[config.mk]
export PLATFORM = sky130hd
export DESIGN_NAME = display_ndigit_mux
export DESIGN_NICKNAME = d
export VERILOG_FILES = /design/src/rtl/display_pkg.sv /design/src/rtl/hex_to_7seg_lut.sv /design/src/rtl/display_ndigit_mux.sv
export SDC_FILE = /design/constraint.sdc
export NUM_CORES = 1
export LEC_CHECK = 0
export BUFFER_PORTS_ARGS = -buffer_cell sky130_fd_sc_hd__buf_2
export CAP_MARGIN = 10
export CORE_ASPECT_RATIO = 0.8
export CORE_MARGIN = 5
export CORE_UTILIZATION = 50
export DETAILED_ROUTE_END_ITERATION = 7
export GPL_ROUTABILITY_DRIVEN = 0
export GPL_TIMING_DRIVEN = 0
export PLACE_DENSITY = 0.71
export SLEW_MARGIN = 5
export SYNTH_ARGS = -nofsm -noshare
export SYNTH_HDL_FRONTEND = slang
export SYNTH_SLANG_ARGS = --single-unit
[constraint.sdc]
create_clock -name clk -period 5.75 [get_ports clk]
set_input_delay 0.575 -clock clk [delete_from_list [all_inputs] [get_ports clk]]
set_output_delay 0.575 -clock clk [all_outputs]
set_load 0.005 [all_outputs]
[src/rtl/display_pkg.sv]
// Shared constants for the 7-segment display drivers.
// Holds the glyph table, the segment bit positions and the all-dark pin pattern.
package display_pkg;

    localparam int unsigned SEG_W   = 8;
    localparam int unsigned GLYPH_W = 7;

    // Segment bit positions on the pins: bit7..0 = a,b,c,d,e,f,g,dp
    localparam int unsigned SEG_A  = 7;
    localparam int unsigned SEG_B  = 6;
    localparam int unsigned SEG_C  = 5;
    localparam int unsigned SEG_D  = 4;
    localparam int unsigned SEG_E  = 3;
    localparam int unsigned SEG_F  = 2;
    localparam int unsigned SEG_G  = 1;
    localparam int unsigned SEG_DP = 0;

    localparam logic [SEG_W-1:0] SEG_OFF = 8'hFF;

    // Active-high glyphs, bit6..0 = a,b,c,d,e,f,g
    localparam logic [GLYPH_W-1:0] GLYPH [16] = '{
        7'b1111110, 7'b0110000, 7'b1101101, 7'b1111001,
        7'b0110011, 7'b1011011, 7'b1011111, 7'b1110000,
        7'b1111111, 7'b1111011, 7'b1110111, 7'b0011111,
        7'b1001110, 7'b0111101, 7'b1001111, 7'b1000111
    };

endpackage

[src/rtl/hex_to_7seg_lut.sv]
// Combinational hex nibble to active-high abcdefg glyph lookup.
module hex_to_7seg_lut
    import display_pkg::*;
(
    input  logic [3:0]         nibble,
    output logic [GLYPH_W-1:0] glyph_c
);

    assign glyph_c = GLYPH[nibble];

endmodule

[src/rtl/display_ndigit_mux.sv]
// N-digit multiplexed common-anode 7-segment driver with blanking, blink and PWM.
// Inputs are captured once per frame so a frame never mixes old and new digits.
module display_ndigit_mux
    import display_pkg::*;
#(
    parameter int unsigned NDIG     = 4,
    parameter int unsigned DWELL_W  = 17,
    parameter int unsigned BRIGHT_W = 3,
    parameter int unsigned BLINK_W  = 5
) (
    input  logic                clk,
    input  logic                rst_n,
    input  logic [4*NDIG-1:0]   value,
    input  logic [NDIG-1:0]     dp_in,
    input  logic [NDIG-1:0]     blink_en,
    input  logic                blank_lz,
    input  logic [BRIGHT_W-1:0] brightness,
    input  logic                enable,
    output logic [SEG_W-1:0]    segments,
    output logic [NDIG-1:0]     digitselect,
    output logic                frame_tick
);

    localparam int unsigned IDX_W = $clog2(NDIG);
    localparam logic [IDX_W-1:0] IDX_LAST = IDX_W'(NDIG - 1);

    logic [DWELL_W-1:0] presc_q, presc_d;
    logic [IDX_W-1:0]   idx_q, idx_d;
    logic [BLINK_W-1:0] frame_q, frame_d;
    logic               snap_c;

    logic [4*NDIG-1:0]  val_sh_q;
    logic [NDIG-1:0]    dp_sh_q;
    logic [NDIG-1:0]    blink_sh_q;
    logic               blz_sh_q;

    logic [3:0]         nib_c;
    logic               dp_c, blink_c, supp_c, zero_run_c;
    logic [GLYPH_W-1:0] glyph_c, glyph_m_c;
    logic               lit_c;
    logic [SEG_W-1:0]   seg_d;
    logic [NDIG-1:0]    dsel_d;

    hex_to_7seg_lut u_lut (
        .nibble  (nib_c),
        .glyph_c (glyph_c)
    );

    // Scan counters: prescaler wrap steps the digit, last-digit wrap closes the frame
    always_comb begin
        presc_d = presc_q + DWELL_W'(1);
        idx_d   = idx_q;
        frame_d = frame_q;
        snap_c  = 1'b0;
        if (presc_q == '1) begin
            if (idx_q == IDX_LAST) begin
                idx_d   = '0;
                frame_d = frame_q + BLINK_W'(1);
                snap_c  = 1'b1;
            end else begin
                idx_d = idx_q + IDX_W'(1);
            end
        end
    end

    // Select current digit's shadow data; zero run tracks "all nibbles from k upward are 0"
    always_comb begin
        nib_c      = '0;
        dp_c       = 1'b0;
        blink_c    = 1'b0;
        supp_c     = 1'b0;
        zero_run_c = 1'b1;
        for (int k = int'(NDIG) - 1; k >= 0; k--) begin
            zero_run_c = zero_run_c && (val_sh_q[4*k +: 4] == 4'h0);
            if (idx_q == IDX_W'(k)) begin
                nib_c   = val_sh_q[4*k +: 4];
                dp_c    = dp_sh_q[k];
                blink_c = blink_sh_q[k];
                supp_c  = blz_sh_q && zero_run_c && (k != 0);
            end
        end
    end

    // Lit decision and pin encoding for the next cycle
    always_comb begin
        lit_c = enable
             && (presc_q != '0)
             && (presc_q[DWELL_W-1 -: BRIGHT_W] <= brightness)
             && !(blink_c && frame_q[BLINK_W-1]);
        glyph_m_c = supp_c ? '0 : glyph_c;
        seg_d     = SEG_OFF;
        dsel_d    = '1;
        if (lit_c) begin
            dsel_d         = ~(NDIG'(1) << idx_q);
            seg_d[SEG_A]   = ~glyph_m_c[6];
            seg_d[SEG_B]   = ~glyph_m_c[5];
            seg_d[SEG_C]   = ~glyph_m_c[4];
            seg_d[SEG_D]   = ~glyph_m_c[3];
            seg_d[SEG_E]   = ~glyph_m_c[2];
            seg_d[SEG_F]   = ~glyph_m_c[1];
            seg_d[SEG_G]   = ~glyph_m_c[0];
            seg_d[SEG_DP]  = ~dp_c;
        end
    end

    always_ff @(posedge clk or negedge rst_n) begin
        if (!rst_n) begin
            presc_q     <= '0;
            idx_q       <= '0;
            frame_q     <= '0;
            val_sh_q    <= '0;
            dp_sh_q     <= '0;
            blink_sh_q  <= '0;
            blz_sh_q    <= 1'b0;
            segments    <= SEG_OFF;
            digitselect <= '1;
            frame_tick  <= 1'b0;
        end else begin
            presc_q     <= presc_d;
            idx_q       <= idx_d;
            frame_q     <= frame_d;
            segments    <= seg_d;
            digitselect <= dsel_d;
            frame_tick  <= snap_c;
            if (snap_c) begin
                val_sh_q   <= value;
                dp_sh_q    <= dp_in;
                blink_sh_q <= blink_en;
                blz_sh_q   <= blank_lz;
            end
        end
    end

endmodule

==> results of run 1 <==
[area by class of cell]
cell class	count	area, µm²	area share
Clock inverter	4	70.1	0.0197
Timing Repair Buffer	43	218	0.0612
Multi-Input combinational cell	169	1350	0.378
Buffer	11	60.1	0.0169
Inverter	14	52.6	0.0148
Tap cell	81	101	0.0285
Sequential cell	62	1570	0.440
Clock buffer	12	145	0.0408
[worst max-delay path: cells and delay by family (launching register included)]
family,cells,cell delay [ns]
fa+ha+maj,1,0.23
buf+inv,2,0.60
flops,1,0.43
mux,1,0.39
simple gates,5,1.03
[cell usage in the layout, fill, tap and decap left out, drive strengths merged, types with 2 or more instances in the layout]
cell     instances
buf             52
dfrtp           50
mux2            25
nand2           19
ha              17
xnor2           15
inv             14
clkbuf          14
dfstp           12
nand3           10
o21ai            8
nand4            7
a21oi            6
nor4             6
a221oi           5
nand2b           4
and4             4
a211oi           4
and3             3
xor2             3
nor2             3
o2111ai          3
nor3             3
o211ai           3
and2             2
o22ai            2
a22o             2
nor2b            2
clkinv           2
bufinv           2
or2              2
[per-stage QoR]
step / cells / hold slack, ns / utilization / setup WS (ns) / cell area (µm²)
2_1_floorplan: 256 / 0.279 / - / 3.38 / 3030
3_3_place_gp: 380 / 0.467 / 0.568 / 3.02 / 3340
3_5_place_dp: 380 / 0.471 / 0.569 / 3.02 / 3340
4_1_cts: 396 / 0.332 / 0.605 / 2.98 / 3560
5_1_grt: 396 / 0.362 / 0.605 / 2.76 / 3560
6_report: 396 / 0.292 / 0.605 / 2.97 / 3560
[sequential cells by signal (all words and copies together), names as in the netlist, 2 cells and up]
name and count:
blink_sh_q 4, digitselect 4, val_sh_q 16, idx_q 2, dp_sh_q 4, segments 8, presc_q 17, frame_q 5
[worst min-delay path by stage]
| stage | to | slack, ns | depth (start not counted) |
|---|---|---|---|
| 6_report | val_sh_q[8] | 0.29 | 1 |
| 5_1_grt | val_sh_q[11] | 0.36 | 1 |
| 4_1_cts | val_sh_q[11] | 0.33 | 1 |
| 3_5_place_dp | frame_q[3] | 0.47 | 1 |
| 3_3_place_gp | frame_q[3] | 0.47 | 1 |
| 2_1_floorplan | blink_sh_q[0] | 0.28 | 0 |
[power breakdown]
group          total, µW  switching, µW  internal (µW)
combinational       28.6           16.3           12.2
clock                415            160            255
sequential           443          0.714            442
[metal layers]
| metal | vias up | share of wire | track usage |
|---|---|---|---|
| met5 | - | 0 | 0 |
| met2 | 60 | 0.47 | 0.273 |
| met4 | 0 | 0.0074 | 0.0547 |
| met1 | 1041 | 0.46 | 0.215 |
| li1 | 1028 | - | - |
| met3 | 5 | 0.065 | 0.0672 |
[cells by family after synthesis]
kind of cell,after synthesis,share of synthesized area
simple gates,68,0.123
fa+ha+maj,17,0.0703
compound gates,40,0.103
buf+inv,25,0.0372
xor+xnor,18,0.0521
flops,62,0.518
mux,26,0.0964
==> results.toml, run 1 <==
[placement]
port_buffers = 43
dp_hpwl_um = 4220

[grt]
grt_max_degree = 63
gr-total-overflow = 0
grt_pass1_wl_um = 10400
grt_usage = 0.171
first_global_vias = 2149
antenna_found_initial = 0

[critical_path]
regToRegSetupSlack_ns = 2.97
cpPeakStageDelay_ns = 0.43
endpoint_kind = "register"
cp-startpoint = "presc_q[2]"
setup.worst_path.end = "val_sh_q[0]"
setup.worst_path.class = "reg2reg"
critPathLaunchType = "register"
crit_chain = "and3_1 > and2_1 > and3_1 > and4_1 > ha_1 > and2_1 > clkbuf_1 > buf_1 > mux2_2"
critPathArrivalTime_ns = 2.99
r2r_cells = 9
r2r-start = "presc_q[2]"
crit-reg2reg-capture = "val_sh_q[0]"
critPathSlowestCell = "dfrtp_1"
cp_data_required_time_ns = 5.97
crit_path_max_fanout = 10

[floorplan]
die_area_mm2 = 0.00772
fp-row-count = 25
die_y_um = 79.6
initial_utilization = 0.514
die_w_um = 97.0
pin_count = 44
core_mm2 = 0.00588

[routing]
via_per_inst = 5.39
first_pass_iters = 4
vias = 2134
drt_iter0_drc = 96
drtAntennaViolNets = 0
drc = 0
wl_per_cell_um = 14.9
routed_wl_um = 5910

[power_and_ir_drop]
power_uw = 886
power_density_mw_per_mm2 = 249
cellLeakagePower_uw = 0.00171
ir_drop_mv = 0.148

[hold_path]
hp-class = "in2async"

[finish]
synthToLayoutAreaGrowth_pct = 17.7
num_antenna_cells = 0
drive_gt1_frac = 0.346
fillCellCount = 520
fin_nets = 358

[sta]
rsz0062_at_grt = "no"
finClkSkew_ns = 0.0110
slew_headroom = 0.497
hold_violations = 0
drv_slew = 0
finalCriticalPeriod_ns = 2.78
fin_tns_setup_ns = 0
fmax_mhz = 360
tightest_slew_ns = 0.754
finalCritPeriodShare = 0.483
finalSetupViolCount = 0

[clock_tree]
post_cts_buffers = 0
root_buffer = "clkbuf_8"
cts_resized = 0
cts_tree = "done"
clockBufferDepth = 2
numCtsBuffers = 9
worstSkewPairLatency_ns = 0.34
cts.sinks = 62
cts-htree-levels = 3
path_clk_slew_ns = 0.07
cts_hold_buf = 0

[synthesis]
syn_area_per_cell_um2 = 11.8
synth_common_cells = "dfrtp_1, mux2_2, nand2_1"
synth_top_area_share = 0.414
yosysMostFrequentCell = "dfrtp_1"
synth.distinct_cells = 47
synthCells = 256
synth_area_leader_cell = "dfrtp_1"
ys.warnings.count = 0
ys.flop_type = "dfrtp_1"
synth_seq_cells = 62
syn_area_mm2 = 0.00303
synth-edff-count = 0
ys_top_cells_by_area = "dfrtp_1, dfstp_2, mux2_2"
async_flop_share = 1.00
syn_nets = 304
synth.yosys.seq_area_share = 0.518

[run]
max-cap-violations = 0

[outcome]
status = "finished clean"
Power figures use the tool's default switching activity.
==> run 2: changes to the inputs <==
- clock period: 5.75 -> 2.8 ns (I/O delays scaled with it)
==> results.toml, run 2 (synthesis gave the netlist of run 1 again) <==
[finish]
largest_register_ffs = 17
synthToLayoutAreaGrowth_pct = 18.0
fin_nets = 358
drive_gt1_frac = 0.352
num_antenna_cells = 0
max_flop_register = "presc_q"
reg_top3 = "presc_q x17, val_sh_q x16, segments x8"
final_common_cell = "dfrtp_1"
final_cell_mix = "dfrtp_1, buf_2, mux2_2"
post-route-util = 0.607

[outcome]
violations = "negative hold slack"
status = "complete, but fails checks"

[sta]
fin_tns_setup_ns = 0
drv_slew = 0
fmax_mhz = 384
tightest_slew_ns = 0.752
rsz0062_at_grt = "no"
finalCritPeriodShare = 0.931
whs_ns = -0.00184
finClkSkew_ns = 0.0110
finalWorstSetupSlack_ns = 0.193
slew_headroom = 0.499
finalCriticalPeriod_ns = 2.61
hold_violations = 5
finalSetupViolCount = 0

[critical_path]
critPathArrivalTime_ns = 2.83
regToRegSetupSlack_ns = 0.19
crit-reg2reg-capture = "val_sh_q[0]"
critPathLaunchType = "register"
endpoint_kind = "register"
r2r_cells = 9
crit_path_max_fanout = 10
cp-startpoint = "presc_q[2]"
r2r-start = "presc_q[2]"
setup.worst_path.class = "reg2reg"
cp_data_required_time_ns = 3.02

[clock_tree]
cts_tree = "done"
worstSkewPairLatency_ns = 0.34
cts-htree-levels = 3
root_buffer = "clkbuf_8"
clockBufferDepth = 2
cts_resized = 0
numCtsBuffers = 9
cts.sinks = 62
cts_hold_buf = 0
path_clk_slew_ns = 0.06
post_cts_buffers = 0

[routing]
first_pass_iters = 4
vias = 2131
via_per_inst = 5.38
drtAntennaViolNets = 0
drt_iter0_drc = 98
wl_per_cell_um = 15.1
drc = 0
routed_wl_um = 5960

[floorplan]
pin_count = 44
fp-row-count = 25
die_w_um = 97.0
die_y_um = 79.6
die_area_mm2 = 0.00772
core_mm2 = 0.00588
initial_utilization = 0.514

[placement]
dp_slack_ns = 0.0650
port_buffers = 43
dp_hpwl_um = 4220

[power_and_ir_drop]
ir_drop_mv = 0.304
power_density_mw_per_mm2 = 510
cellLeakagePower_uw = 0.00171

[grt]
first_global_vias = 2149
grt_max_degree = 63
grt_usage = 0.171
antenna_found_initial = 0
grt_pass1_wl_um = 10400
gr-total-overflow = 0

[hold_path]
hp-class = "in2async"

[run]
max-cap-violations = 0
-- run 2: changes by cell type in the layout (fill, tap and decap cells not counted), sizes merged --
cell | before | now
buf | 52 | 50
clkbuf | 14 | 16
-- run 2: worst max path at each step --
| stage | end | cells after the start |
|---|---|---|
| global route | val_sh_q[0] | 9 |
| floorplan | dp_sh_q[2] | 9 |
| finish | val_sh_q[0] | 9 |
| CTS | val_sh_q[0] | 9 |
| global placement | dp_sh_q[2] | 9 |
| detailed placement | val_sh_q[0] | 9 |
-- run 2: layer usage --
metal,GRT usage,share of wire
met1,0.215,0.46
met2,0.273,0.46
met3,0.0672,0.061
met4,0.0547,0.013
met5,0,0
-- run 2: area by class of cell --
| type | instances | area [µm²] |
|---|---|---|
| Fill cell | 516 | 2310 |
| Multi-Input combinational cell | 169 | 1350 |
| Tap cell | 81 | 101 |
| Timing Repair Buffer | 43 | 218 |
| Clock buffer | 12 | 145 |
| Inverter | 14 | 52.6 |
| Buffer | 11 | 66.3 |
| Sequential cell | 62 | 1570 |
| Clock inverter | 4 | 70.1 |
-- run 2: through the flow --
stage | std cells | total power, µW | instance area, µm² | hold slack (ns)
2_1_floorplan | 256 | 938 | 3030 | -0.0156
3_3_place_gp | 380 | 984 | 3340 | 0.467
3_5_place_dp | 380 | 986 | 3340 | 0.409
4_1_cts | 396 | 1840 | 3560 | 0.0370
5_1_grt | 396 | 1900 | 3570 | 0.0665
6_report | 396 | 1820 | 3570 | -0.00184
-- run 2: critical path, cell delays in order, from the launching register on --
cell,delay [ns]
dfrtp_1,0.43
and3_1,0.20
and2_1,0.16
and3_1,0.30
and4_1,0.23
ha_1,0.23
and2_1,0.14
clkbuf_1,0.19
buf_2,0.27
mux2_2,0.36
-- run 2: power breakdown --
part	switching (µW)	total [µW]	internal [µW]
combinational	33.6	58.7	25.1
sequential	1.47	909	907
clock	332	855	523
